[config.mk]
export PLATFORM = sky130hd
export DESIGN_NAME = count_down_sync
export DESIGN_NICKNAME = d
export VERILOG_FILES = /design/src/rtl/count_down_sync.sv
export SDC_FILE = /design/constraint.sdc
export NUM_CORES = 1
export LEC_CHECK = 0
export BUFFER_PORTS_ARGS = -buffer_cell sky130_fd_sc_hd__buf_2
export CAP_MARGIN = 10
export CORE_AREA = 2 2 39 41
export CTS_BUF_LIST = sky130_fd_sc_hd__clkbuf_4 sky130_fd_sc_hd__clkbuf_8 sky130_fd_sc_hd__clkbuf_16
export CTS_CLUSTER_SIZE = 20
export DETAILED_ROUTE_END_ITERATION = 8
export DIE_AREA = 0 0 41 43
export GPL_TIMING_DRIVEN = 0
export PLACE_DENSITY = 0.35
export SYNTH_ARGS = -nofsm -noshare
export SYNTH_HDL_FRONTEND = slang
export SYNTH_HIERARCHICAL = 1
export SYNTH_SLANG_ARGS = --single-unit
export TNS_END_PERCENT = 20
[constraint.sdc]
create_clock -name clk -period 1.1 [get_ports clk]
set_clock_uncertainty 0.15 [all_clocks]
set_input_delay 0.33 -clock clk [delete_from_list [all_inputs] [get_ports clk]]
set_output_delay 0.33 -clock clk [all_outputs]
set_load 0.005 [all_outputs]
[src/rtl/count_down_sync.sv]
// Free-running synchronous binary down-counter built from T flip-flop cells
// and a ripple borrow chain of 2-input ANDs; asynchronous active-low clear.

module count_down_sync_tff (
    input  logic clk,
    input  logic reset,
    input  logic t,
    output logic q
);

    always_ff @(posedge clk or negedge reset) begin
        if (!reset)
            q <= 1'b0;
        else
            q <= q ^ t;
    end

endmodule

module count_down_sync #(
    parameter int unsigned WIDTH = 4
) (
    input  logic             clk,
    input  logic             reset,
    output logic [WIDTH-1:0] q
);

    // b[i] is high when every bit below i is zero, i.e. a borrow reaches bit i
    logic [WIDTH-1:0] b;

    assign b[0] = 1'b1;

    genvar i;
    generate
        for (i = 1; i < WIDTH; i++) begin : g_borrow
            assign b[i] = b[i-1] & ~q[i-1];
        end

        for (i = 0; i < WIDTH; i++) begin : g_bit
            count_down_sync_tff u_tff (
                .clk   (clk),
                .reset (reset),
                .t     (b[i]),
                .q     (q[i])
            );
        end
    endgenerate

endmodule

### After elaboration in Yosys (flattened, before gate mapping)

Cells that the tools add are included.

| word-level totals | value |
|---|---|
| logic and storage cells | 12 |
| bits of input ports | 2 |
| output and inout port bits | 4 |
| register bits | 4 |

| cells by class | value |
|---|---|
| bitwise logic cells | 8 |

Operators with widths:

| cell | number |
|---|---|
| NOT 1 bit | 3 |
| bitwise XOR 1 bit | 3 |
| bitwise AND 1 bit | 2 |

### Logic depth before layout (Yosys ltp)

| depth | value |
|---|---|
| word-level depth | 4 |
| depth in mapped cells | 2 |
| gate-level depth less buffers | 2 |

### Hierarchy

Netlist, hierarchy kept.

By module, submodules not included:

| module | area each (um^2) | instances | seq. area each (um^2) | cells each |
|---|---|---|---|---|
| count_down_sync_tff | 33.8 | 4 | 25.0 | 2 |
| count_down_sync | 21.3 | 1 | 0.0 | 4 |

### Least setup slack after synthesis

Ideal clock, no wire load.

| path | value |
|---|---|
| path kind | reg2reg |
| start | register g_bit[0].u_tff.q |
| end | register g_bit[3].u_tff.q |
| data arrival time | 0.748 ns |
| slack | 0.123 ns |
| stages on the path, launching flop included | 3 |
| clock period less this slack | 0.977 ns |
| cells stage by stage | dfrtp_1 -> nor3_2 -> xor2_1 |

| between the ends | value |
|---|---|
| word-level cells in the longest chain between the ends | 4 |

Ends and longest elaborated chain:

| what | line | text |
|---|---|---|
| start, declared | 8 | `output logic q` |
| start signal, assigned | 15 | `q <= q ^ t;` |
| NOT 1 bit (no source line) | n/a |  |
| bitwise AND 1 bit (2 in a row) | 36 | `assign b[i] = b[i-1] & ~q[i-1];` |
| named net b[3] | 29 | `logic [WIDTH-1:0] b;` |
| bitwise XOR 1 bit | 15 |  |
| end signal, assigned | 15 |  |
| end, declared | 8 |  |

The timed path passes the listed nets, and every way through them passes these cells.

### Final worst setup path

| path | value |
|---|---|
| start | register g_bit[0].u_tff.q |
| end | output port q[0] |

RTL lines:

| what | line | text |
|---|---|---|
| end, declared | 25 | `output logic [WIDTH-1:0] q` |

No word-level cell between the ends.

==> run_results.csv <==
group,metric,value,unit
die,dieArea,1760,um^2
detailed_routing,initialDrtViolationCount,0,
grt,overflow,0,
die,initial_utilization,0.113,
die,io_pins,6,
pwr,p_sw_frac,0.325,
die,std_cell_rows,14,
cts,clk_latency,240,ps
grt,track_usage,0.0553,
worst_setup_path,critical-path-top-delay-family,"flip-flops",
cts,h-tree-depth,1,
timing,fmax,0.821,GHz
run_status,violations,"setup timing",
logic_synthesis,syn_nets,14,
worst_setup_path,crit_cells,1,
cts,clk_root_buffer_cell,"clkbuf_4",
detailed_routing,drt-total-wl,352,um
pwr,leakagePower,0.136,nW
logic_synthesis,synthArstFlopShare,1.00,
min_path,hold_path.class,"input pin to asynchronous set/reset pin",
worst_setup_path,crit_path_top_delay_cell,"dfrtp_1",
flow_run,drv_cap,0,
worst_setup_path,worst-path-max-fanout,2,
worst_setup_path,worstSetupPathType,"flop to primary output",
worst_setup_path,critPathRequiredTime,620,ps
logic_synthesis,synth.area.top_cells,"dfrtp_1 64%, xor2_1 22%, nor3_2 6.4%",
cts,clk_pin_slew,40,ps
die,core_area,1380,um^2
timing,hold_violations,0,
timing,fin_ws,-118,ps
cts,cts_tree,"yes",
timing,slew_violations,0,
logic_synthesis,ys.flop_type,"dfrtp_1",
cts,clkSinkCount,4,
worst_setup_path,slowest_delay,370,ps
finish,drive_gt1_frac,0.520,
grt,antenna_found_initial,0,
die,fp.dieH,43,um
logic_synthesis,synth_area_per_cell,13.0,um^2
pwr,combinationalPowerShare,0.450,
timing,fin_crit,1220,ps
logic_synthesis,synthDominantCellAreaShare,0.640,
pwr,power_switching,0.000268,W
detailed_routing,via_count,132,
pwr,power.density,3130,nW/um^2
run_status,outcome,"finished, violations left",
logic_synthesis,yosys-top-cells-count,"4 x dfrtp_1, 4 x xor2_1",
pwr,p_seq_frac,0.321,
pwr,internal_power,0.000558,W
logic_synthesis,synth-seq-cells,4,
logic_synthesis,netlist-cell-type-count,6,
pwr,peakVddDrop,0.812,mV
detailed_routing,ant_nets,0,
worst_setup_path,start_kind,"flop",
detailed_routing,wl_per_cell,8.59,um
logic_synthesis,yosysWarnings,6,
finish,regMostFlops,"g_bit.u_tff/q",
die,die_x,41,um
placement,io_buffers,5,
timing,setup_violations,4,
logic_synthesis,postSynthCellCount,12,
cts,clockBufferDepth,2,
detailed_routing,viasPerCell,3.22,
logic_synthesis,syn_area,156,um^2
timing,grt_setup_unrepaired,"true",
timing,fin_crit_sh,1.11,
worst_setup_path,r2r_cells,3,
detailed_routing,drc_errors,0,
logic_synthesis,yosysTopAreaCell,"dfrtp_1",
worst_setup_path,cp_cell_sequence,"buf_2",
finish,fin_nets,29,
placement,dp_worst_setup_slack,51.7,ps
cts,cts_buffers,3,
worst_setup_path,cp-end-kind,"primary output",
logic_synthesis,synth_edf_count,0,
logic_synthesis,yosysSeqAreaShare,0.640,
detailed_routing,dr.pass1.iters,1,
pwr,total_power,0.000827,W
finish,area_growth_syn_to_layout,68.8,%
worst_setup_path,worstPathArrival,740,ps
grt,grt_max_degree,5,
finish,reg.largest.list,"g_bit.u_tff/q x4",
placement,place_congestion,0.476,
finish,antenna_cells,0,
finish,largest_register_ffs,4,
grt,grt_pass1_vias,118,
worst_setup_path,cp_num_buf_inv,1,
grt,grt_pass1_wl,517,um
pwr,pwr-share-clk,0.229,
per-stage QoR:
step	utilization	hold slack [ps]	instance area, um^2	std cells	TNS [ps]
final	0.191	279	264	41	-454
after global routing	0.191	307	264	41	-599
after CTS	0.191	272	264	41	-489
after detailed placement	0.146	-7.70	201	33	0
after global placement	0.146	-14.3	201	33	0
after floorplan	-	-116	156	12	0
repair_timing:
item | in CTS | in global routing
buffers inserted | 4 | 0
pin swaps | 0 | 0
gates resized for setup | 0 | 0
setup endpoints to repair | 4 | 6
endpoints found under the hold margin | 4 | 0
hold buffers | 1 | 0
cell families (layout without fill, tap and decap cells):
family,after synthesis,in the layout,synth area share
other,1,1,0.0240
and+or+nand+nor,2,2,0.0880
buffers and inverters,1,14,0.0240
xor gates and xnor gates,4,4,0.224
DFF,4,4,0.640
placed cells by master, fill, tap and decap left out, drive strengths merged:
cell | Yosys | layout
dlygate4sd3 | 0 | 1
conb | 1 | 1
dfrtp | 4 | 4
xor2 | 4 | 4
nor3 | 1 | 1
nor2 | 1 | 1
inv | 1 | 1
clkbuf | 0 | 3
buf | 0 | 9
layer usage:
layer,global-route usage,vias up,wire length (um)
met5,0,-,0
met4,0.0200,0,0
met3,0.0942,0,68
met2,0.0531,9,130
met1,0.0550,62,153
li1,-,61,-
power groups by stage:
stage / combinational, W / sequential (W) / clock (W)
6_report: 0.000372 / 0.000266 / 0.000189
3_3_place_gp: 0.000198 / 0.000313 / 0
2_1_floorplan: 0.000102 / 0.000320 / 0
5_1_grt: 0.000413 / 0.000270 / 0.000211
3_5_place_dp: 0.000203 / 0.000320 / 0
4_1_cts: 0.000375 / 0.000267 / 0.000197
path summary, 6_finish.rpt:
check | start | slack, ps | to
setup reg to reg | g_bit[0].u_tff/q | 30 | g_bit[3].u_tff/q
max in group asynchronous | reset | 390 | g_bit[1].u_tff/q
setup / recovery | g_bit[0].u_tff/q | -120 | q[0]
hold reg to reg | g_bit[3].u_tff/q | 380 | g_bit[3].u_tff/q
hold / removal | reset | 280 | g_bit[3].u_tff/q
min in group clk | g_bit[3].u_tff/q | 380 | g_bit[3].u_tff/q
layout make-up:
type                    count  area (um^2)
repair buffers             10         65.1
well taps                  16         20.0
inverters                   1         3.75
fillers                   153         1120
multi-input cells           7         52.6
flip-flops and latches      4          100
clock buffers               3         22.5
worst register-to-register path, stage by stage (launching register included):
cell	delay [ps]
dfrtp_1	370
buf_4	150
nor3_2	180
xor2_1	140
(Power assumes the default switching activity.)
